===== src/rtl/serial_frame_tx_if.sv =====
// Request/status bundle between a frame producer and serial_frame_tx.
// The producer drives the request; the transmitter reports busy/done.
interface serial_frame_tx_if #(
    parameter int DATA_W = 16
);
    logic              start;
    logic [1:0]        port_sel;
    logic [3:0]        num_data;
    logic [DATA_W-1:0] data_in;
    logic              busy;
    logic              done;

    modport master (
        output start,
        output port_sel,
        output num_data,
        output data_in,
        input  busy,
        input  done
    );

    modport slave (
        input  start,
        input  port_sel,
        input  num_data,
        input  data_in,
        output busy,
        output done
    );
endinterface


===== src/rtl/serial_frame_tx.sv =====
// Serialises start bit, 2-bit port, 4-bit count and up to 15 data bits
// onto a registered line, one bit per enabled clock.
module serial_frame_tx #(
    parameter int DATA_W = 16
) (
    input  logic               clk,
    input  logic               rst,
    input  logic               clk_en,
    serial_frame_tx_if.slave   req,
    output logic               serout
);

    typedef enum logic [2:0] {
        IDLE,
        START,
        PORT,
        CNT,
        DATA,
        FIN
    } state_t;

    state_t      state_q, state_n;
    logic        serout_q, serout_n;
    logic [1:0]  port_sr_q, port_sr_n;
    logic [3:0]  cnt_sr_q, cnt_sr_n;
    logic [14:0] data_sr_q, data_sr_n;
    logic [3:0]  bit_cnt_q, bit_cnt_n;
    logic [3:0]  num_q, num_n;

    // Bits above 14 can never be transmitted.
    if (DATA_W > 15) begin : g_hi
        logic unused_hi;
        assign unused_hi = ^req.data_in[DATA_W-1:15];
    end

    always_ff @(posedge clk) begin
        if (rst) begin
            state_q   <= IDLE;
            serout_q  <= 1'b1;
            port_sr_q <= '0;
            cnt_sr_q  <= '0;
            data_sr_q <= '0;
            bit_cnt_q <= '0;
            num_q     <= '0;
        end else begin
            state_q   <= state_n;
            serout_q  <= serout_n;
            port_sr_q <= port_sr_n;
            cnt_sr_q  <= cnt_sr_n;
            data_sr_q <= data_sr_n;
            bit_cnt_q <= bit_cnt_n;
            num_q     <= num_n;
        end
    end

    always_comb begin
        state_n   = state_q;
        serout_n  = serout_q;
        port_sr_n = port_sr_q;
        cnt_sr_n  = cnt_sr_q;
        data_sr_n = data_sr_q;
        bit_cnt_n = bit_cnt_q;
        num_n     = num_q;

        unique case (state_q)
            IDLE: begin
                serout_n = 1'b1;
                if (clk_en && req.start) begin
                    state_n   = START;
                    serout_n  = 1'b0;
                    port_sr_n = req.port_sel;
                    cnt_sr_n  = req.num_data;
                    data_sr_n = req.data_in[14:0];
                    num_n     = req.num_data;
                end
            end
            START: begin
                if (clk_en) begin
                    state_n   = PORT;
                    serout_n  = port_sr_q[1];
                    port_sr_n = {port_sr_q[0], 1'b0};
                    bit_cnt_n = 4'd0;
                end
            end
            PORT: begin
                if (clk_en) begin
                    if (bit_cnt_q[0] == 1'b0) begin
                        serout_n  = port_sr_q[1];
                        port_sr_n = {port_sr_q[0], 1'b0};
                        bit_cnt_n = 4'd1;
                    end else begin
                        state_n   = CNT;
                        serout_n  = cnt_sr_q[3];
                        cnt_sr_n  = {cnt_sr_q[2:0], 1'b0};
                        bit_cnt_n = 4'd3;
                    end
                end
            end
            CNT: begin
                if (clk_en) begin
                    if (bit_cnt_q != 4'd0) begin
                        serout_n  = cnt_sr_q[3];
                        cnt_sr_n  = {cnt_sr_q[2:0], 1'b0};
                        bit_cnt_n = bit_cnt_q - 4'd1;
                    end else if (num_q != 4'd0) begin
                        state_n   = DATA;
                        serout_n  = data_sr_q[0];
                        data_sr_n = {1'b0, data_sr_q[14:1]};
                        bit_cnt_n = num_q - 4'd1;
                    end else begin
                        state_n  = FIN;
                        serout_n = 1'b1;
                    end
                end
            end
            DATA: begin
                if (clk_en) begin
                    if (bit_cnt_q != 4'd0) begin
                        serout_n  = data_sr_q[0];
                        data_sr_n = {1'b0, data_sr_q[14:1]};
                        bit_cnt_n = bit_cnt_q - 4'd1;
                    end else begin
                        state_n  = FIN;
                        serout_n = 1'b1;
                    end
                end
            end
            FIN: begin
                // Leaves after one clk even while clk_en is low.
                state_n  = IDLE;
                serout_n = 1'b1;
            end
            default: begin
                state_n  = IDLE;
                serout_n = 1'b1;
            end
        endcase
    end

    assign serout   = serout_q;
    assign req.busy = (state_q != IDLE);
    assign req.done = (state_q == FIN);

endmodule

===== src/flat_wrapper.sv =====
// flat-port wrapper written by rule: the top's interface ports become plain ports
module serial_frame_tx_flat 
#(
    parameter int DATA_W = 16
)
  (clk, rst, clk_en, serout, req_start, req_port_sel, req_num_data, req_data_in, req_busy, req_done);
  serial_frame_tx_if #(.DATA_W(DATA_W)) req_i ();
  input  logic clk;
  input  logic rst;
  input  logic clk_en;
  output logic serout;
  input wire logic [$bits(req_i.start)-1:0] req_start;
  input wire logic [$bits(req_i.port_sel)-1:0] req_port_sel;
  input wire logic [$bits(req_i.num_data)-1:0] req_num_data;
  input wire logic [$bits(req_i.data_in)-1:0] req_data_in;
  output wire logic [$bits(req_i.busy)-1:0] req_busy;
  output wire logic [$bits(req_i.done)-1:0] req_done;
  assign req_i.start = req_start;
  assign req_i.port_sel = req_port_sel;
  assign req_i.num_data = req_num_data;
  assign req_i.data_in = req_data_in;
  assign req_busy = req_i.busy;
  assign req_done = req_i.done;
  serial_frame_tx #(.DATA_W(DATA_W)) u_core (.clk(clk), .rst(rst), .clk_en(clk_en), .req(req_i), .serout(serout));
endmodule

===== config.mk =====
export PLATFORM = sky130hd
export DESIGN_NAME = serial_frame_tx_flat
export DESIGN_NICKNAME = d
export VERILOG_FILES = /design/src/rtl/serial_frame_tx_if.sv /design/src/rtl/serial_frame_tx.sv /design/src/flat_wrapper.sv
export SDC_FILE = /design/constraint.sdc
export NUM_CORES = 1
export LEC_CHECK = 0
export BUFFER_PORTS_ARGS = -buffer_cell sky130_fd_sc_hd__buf_4
export CAP_MARGIN = 20
export CORE_MARGIN = 2
export CORE_UTILIZATION = 40
export DETAILED_ROUTE_END_ITERATION = 10
export GPL_TIMING_DRIVEN = 0
export PLACE_DENSITY_LB_ADDON = 0.08
export RECOVER_POWER = 25
export SLEW_MARGIN = 20
export SYNTH_ARGS = -nofsm -noshare
export SYNTH_HDL_FRONTEND = slang
export SYNTH_SLANG_ARGS = --single-unit

===== constraint.sdc =====
create_clock -name clk -period 1.8 [get_ports clk]
set_clock_uncertainty 0.15 [all_clocks]
set_input_delay 0.18 -clock clk [delete_from_list [all_inputs] [get_ports clk]]
set_output_delay 0.18 -clock clk [all_outputs]
set_load 0.03 [all_outputs]

# [Word level (Yosys, flattened, before mapping)]
# Cells that the tools add are included.
[totals] ff_bits=33 inputBits=26 output_inout_bits=3 word_cells=90
[classes] n_addsub=2 n_eq_ne=18 n_mux=47 n_reduce_logical=16
[ops] operator="two-way mux 15 bit" count=6
[ops] operator="two-way mux 4 bit" count=12
[ops] operator="one-hot mux 15 bit (3 select lines)" count=1
[ops] operator="two-way mux 3 bit" count=8
[ops] operator="one-hot mux 4 bit (4 select lines)" count=1
[ops] operator="one-hot mux 3 bit (5 select lines)" count=1
[ops] operator="!= test 2 bit (second input constant)" count=7
[ops] operator="AND reduction 7 bit" count=2
[ops] operator="one-hot mux 4 bit (3 select lines)" count=1
[ops] operator="nonzero test 3 bit" count=4
[ops] operator="nonzero test 4 bit" count=3
[ops] operator="two-way mux 1 bit" count=10
[ops] operator="two-way mux 2 bit" count=5
[ops] operator="!= test 2 x 1 -> 1 bit (second input constant)" count=5
[ops] operator="AND reduction 8 bit" count=1
[ops] operator="subtractor 4 x 1 -> 4 bit (second input constant)" count=2
[ops] operator="== test 3 x 2 -> 1 bit (second input constant)" count=2
[ops] operator="== test 3 bit (second input constant)" count=2
[ops] operator="one-hot mux 2 bit (3 select lines)" count=1
[ops] operator="AND reduction 6 bit" count=1
[ops] operator="one-hot mux 1 bit (5 select lines)" count=1
[ops] operator="AND reduction 5 bit" count=1
[ops] operator="AND reduction 4 bit" count=1
[ops] operator="== test 3 x 1 -> 1 bit (second input constant)" count=1
[ops] operator="4 further kinds" count=4

# [Depth between registers and ports, before layout]
[logic_depth] ltp_word=5 depth_mapped=8

# [Least setup slack after synthesis]
# No wires, ideal clock.
[synth_path] path_kind="register to register" start="reg u_core.bit_cnt_q[0]" end="reg u_core.bit_cnt_q[3]" setup_ps=119 arrival_time_ps=1748 required_ps=1531 setup_slack_ps=-216 stages_incl_launch_ff=8 n_path_buf=1 synth_period_minus_slack_ps=2016 path_cell_list="dfxtp_1 inv_1 ha_1 nor3b_1 buf_2 a32oi_1 o311ai_0 o221a_1"
[synth_via] elab_chain_len=4 elab_cells_between_ends=10 cone_classes="add/sub (1); eq/ne (2); mux (5); reduce/logical (2)"
[synth_lines] element="start, declared" line_no="serial_frame_tx.sv:27" source="logic [3:0] bit_cnt_q, bit_cnt_n;"
[synth_lines] element="start signal, assigned" line_no="serial_frame_tx.sv:51" source="bit_cnt_q <= bit_cnt_n;"
[synth_lines] element="subtractor 4 x 1 -> 4 bit / nonzero test 4 bit (equally long branches)"
[synth_lines] element="two-way mux 4 bit, on equally long branches" line_no="serial_frame_tx.sv:118, serial_frame_tx.sv:101"
[synth_lines] element="two-way mux 4 bit, on equally long branches" line_no="serial_frame_tx.sv:117, serial_frame_tx.sv:100"
[synth_lines] element="one-hot mux 4 bit (4 select lines)" line_no="serial_frame_tx.sv:65" source="unique case (state_q)"
# Parallel ways exist; a longest one is shown, timed or not. The select of a mux whose other input is x is not followed.
# A chain may end at the register's enable or synchronous reset.

# [Worst setup path in the final report]
[layout_path] start="reg u_core.num_q[0]" end="reg u_core.data_sr_q[5]"
[layout_via] elab_chain_len=3
[layout_lines] element="start, declared" line_no="serial_frame_tx.sv:28" source="logic [3:0] num_q, num_n;"
[layout_lines] element="start signal, assigned" line_no="serial_frame_tx.sv:52" source="num_q <= num_n;"
[layout_lines] element="nonzero test 4 bit" line_no="serial_frame_tx.sv:105" source="end else if (num_q != 4'd0) begin"
[layout_lines] element="!= test 2 x 1 -> 1 bit (no source line)"
[layout_lines] element="AND reduction 7 bit (no source line)"
[layout_lines] element="end signal, assigned" line_no="serial_frame_tx.sv:50" source="data_sr_q <= data_sr_n;"
[layout_lines] element="end, declared" line_no="serial_frame_tx.sv:26" source="logic [14:0] data_sr_q, data_sr_n;"
# Every way passes these cells.

==> metrics.md <==
| Metric | Value |
|---|---|
| Post-synth top flop | `dfxtp_1` |
| Largest net degree at the start of global routing | `11` |
| Clock tree from TritonCTS | `done` |
| Final number of max-transition violations | `0` |
| Most common library cell in the layout ignoring fill and taps | `buf_4` |
| Clock latency at the later pin of the worst-skew pair | `300 ps` |
| Nets | `339` |
| Startpoint-to-endpoint class of the critical path | `reg -> reg` |
| CORE AREA | `5070 um^2` |
| Signal arrival time at the worst endpoint | `2000 ps` |
| Mapped Avg Cell Area | `8.57 um^2` |
| Sw Pwr | `0.000841 W` |
| Maximum clock insertion buffer count | `2` |
| Critical path capture point type | `register` |
| Clock share of power | `28.8%` |
| Status | `complete, but fails checks` |
| Core Util, Final | `62.7%` |
| Min setup slack post-route | `-147 ps` |
| Starting DRC count in detailed routing | `151` |
| Area added between synthesis and finish | `52.2%` |
| Post-Synthesis Net Count | `274` |
| Number of iterations in the first detailed-routing pass | `4` |
| Share of synthesized flip-flops with an asynchronous set or reset | `0%` |
| Total clock sinks | `33` |
| Final Critical Period | `1950 ps` |
| DRC errors left | `0` |
| Cell row count | `26` |
| Max Clk Rate | `514 MHz` |
| Total congestion overflow | `0` |
| Peak supply drop | `0.437 mV` |
| Antenna Violating Nets Remaining | `0` |
| Total I/O pin count | `29` |
| Mean routed wirelength per cell | `17.0 um` |
| Horizontal die dimension | `76.3 um` |
| Switching Share | `32.1%` |
| Remaining max-slew budget at the tightest pin | `54.2%` |
| Fillcell total | `458` |
| Part of the power in combinational logic | `37.9%` |
| Clock buffer count from CTS | `5` |
| HPWL after DPL | `3.98 mm` |
| Power per Cell Area | `824 nW/um^2` |
| Maxcap violations | `0` |
| Critical path cell sequence | `inv_2 > ha_4 > or3b_4 > buf_6 > nand4_1 > nand2_4 > buf_12 > a311oi_2` |
| Post-route total power | `0.00262 W` |
| Worst stage delay on the critical path | `390 ps` |
| Post-route cell area | `3180 um^2` |
| Area of the mapped netlist | `2090 um^2` |
| Area taken by flip-flops and latches | `677 um^2` |
| Register share of total power | `33.2%` |
| Effective utilization at floorplan | `41.2%` |
| Root cell of the clock tree | `clkbuf_8` |
| Leading cell types in the layout, fill and taps excluded | `51 x buf_4, 26 x dfxtp_1, 20 x nand2_1` |
| Failing checks | `negative setup slack` |
| Share of post-route cells with drive strength above 1 | `44.5%` |
| Diode count | `0` |
| Min-Delay Path Class | `in -> reg` |
| Maximum fanout encountered on the critical timing path | `5` |
| Unrepaired setup endpoints after global routing | `true` |
| Depth of the CTS H-tree | `2` |
| Die area | `5820 um^2` |
| Buffers on Ports | `27` |
| Total placed instance area | `2560 um^2` |
| All-Layer GR Usage | `22.1%` |
| Global-route wire length before repair | `10.3 mm` |
| Actual transition at the worst max-transition pin | `688 ps` |
| Setup slack at placement | `-335 ps` |
| Routability congestion estimate from global placement | `0.746` |
| Worst reg2reg setup slack | `-150 ps` |
| Detailed-route wire length | `6.46 mm` |
| Cell count after synthesis | `244` |
| Die boundary height | `76.3 um` |
| Post-synthesis sequential area ratio | `31.6%` |
| Setup violators final | `18` |
| Post-DR vias/cell | `5.72` |
| Count of state elements after synthesis | `33` |
| Count of yosys warnings during synthesis | `0` |
| Library cell contributing the largest single delay on the critical path | `or3b_4` |
| Internal power consumption | `0.00178 W` |
| Hold Violations, Final | `0` |
| Vias in the first global route | `2065` |
| Combined area of the multi-input logic cells | `1530 um^2` |
| Netlist cell types | `53` |
| Static leakage | `1.25 nW` |
| Vias after detailed routing | `2172` |
| Aggregate negative setup slack | `-1520 ps` |
| Worst EP required | `1850 ps` |
| Number of synthesized flops with an enable pin | `0` |
| Initial antenna violation count | `0` |
| Share of the clock period used by the worst path after layout | `108%` |
| Startpoint types | `register` |
| Clock slew at reported path FFs | `70 ps` |
## cell families after synthesis
group / count (synthesis) / share of synthesized area (%)
adder cells (fa/ha/maj): 4 / 2.39
buffers and inverters: 30 / 7.48
XOR/XNOR: 4 / 1.68
multiplexers: 7 / 3.35
AO/OA/AOI/OAI: 68 / 27.3
AND/OR/NAND/NOR: 98 / 26.2
flip-flops: 33 / 31.6
## per-layer routing
metal	vias to the layer above	GRT usage, %	share of wire, %
met1	1051	30.3	46
met2	63	33.5	46
li1	1047	-	-
met4	0	8.91	1.6
met3	11	5.33	6.0
met5	-	0	0
## power by group through the flow
stage	Sequential [W]	Combinational, W	Clock (W)
floorplan	0.000869	0.000546	0
global placement	0.000878	0.000708	0
detailed placement	0.000878	0.000710	0
CTS	0.000867	0.000870	0.000755
global route	0.000879	0.00107	0.000795
finish	0.000871	0.000994	0.000756
## synthesized netlist by cell type (5+ instances only)
cell	instances	area share (%)
nand3_1	18	4.3
a311oi_2	10	7.2
inv_1	6	1.1
nand2b_1	6	1.8
a21oi_1	12	2.9
buf_2	7	1.7
nand2_1	21	3.8
o21ai_0	7	1.7
a311oi_1	5	2.1
nor2_1	10	1.8
dfxtp_1	33	32
clkbuf_1	13	2.3
nor3_1	18	4.3
mux2i_1	7	3.4
## metrics by stage
stage          hold slack [ps]  cells
6_report                  20.9    380
5_1_grt                   18.9    380
4_1_cts                   25.1    367
2_1_floorplan              174    244
3_5_place_dp               282    341
3_3_place_gp               271    341
## critical path, delay by kind of cell (launching register included)
family | cells | cell delay, ps
DFF | 1 | 330
AOI/OAI and AO/OA | 1 | 230
and+or+nand+nor | 3 | 660
adders and majority gates | 1 | 130
buffers and inverters | 3 | 350
## sequential cells by signal, summed over array words and instances, names as in the netlist
| register | flops |
|---|---|
| u_core.cnt_sr_q | 4 |
| u_core.num_q | 4 |
| u_core.bit_cnt_q | 4 |
| u_core.data_sr_q | 15 |
| u_core.state_q | 3 |
| u_core.serout | 1 |
| u_core.port_sr_q | 2 |
## what timing repair did
| item | 4_1_cts | 5_1_grt |
|---|---|---|
| setup endpoints to repair | 27 | 29 |
| resized for setup | 48 | 29 |
| pin swaps | 13 | 9 |
| endpoints found under the hold margin | 3 | 0 |
| cloned | 2 | 1 |
| hold buffers | 3 | 0 |
| buffers inserted | 16 | 13 |
## worst paths after layout
kind,from,to,cells after the start
setup / recovery,u_core.num_q[0]$_SDFFE_PP0P_,u_core.data_sr_q[5]$_SDFFE_PP0P_,8
hold reg to reg,u_core.port_sr_q[0]$_SDFFE_PP0P_,u_core.port_sr_q[0]$_SDFFE_PP0P_,2
hold / removal,req_port_sel[0],u_core.port_sr_q[0]$_SDFFE_PP0P_,3
setup reg to reg,u_core.num_q[0]$_SDFFE_PP0P_,u_core.data_sr_q[5]$_SDFFE_PP0P_,8
## final cells by class
cell class / instances / area share [%]
buffer: 20 / 6.80
clock buffer: 7 / 2.71
clock inverter: 1 / 0.944
inverter: 6 / 0.865
multi-input combinational: 181 / 47.9
sequential: 33 / 21.3
tap: 70 / 2.75
timing repair buffer: 62 / 16.7
(Power assumes the default switching activity.)
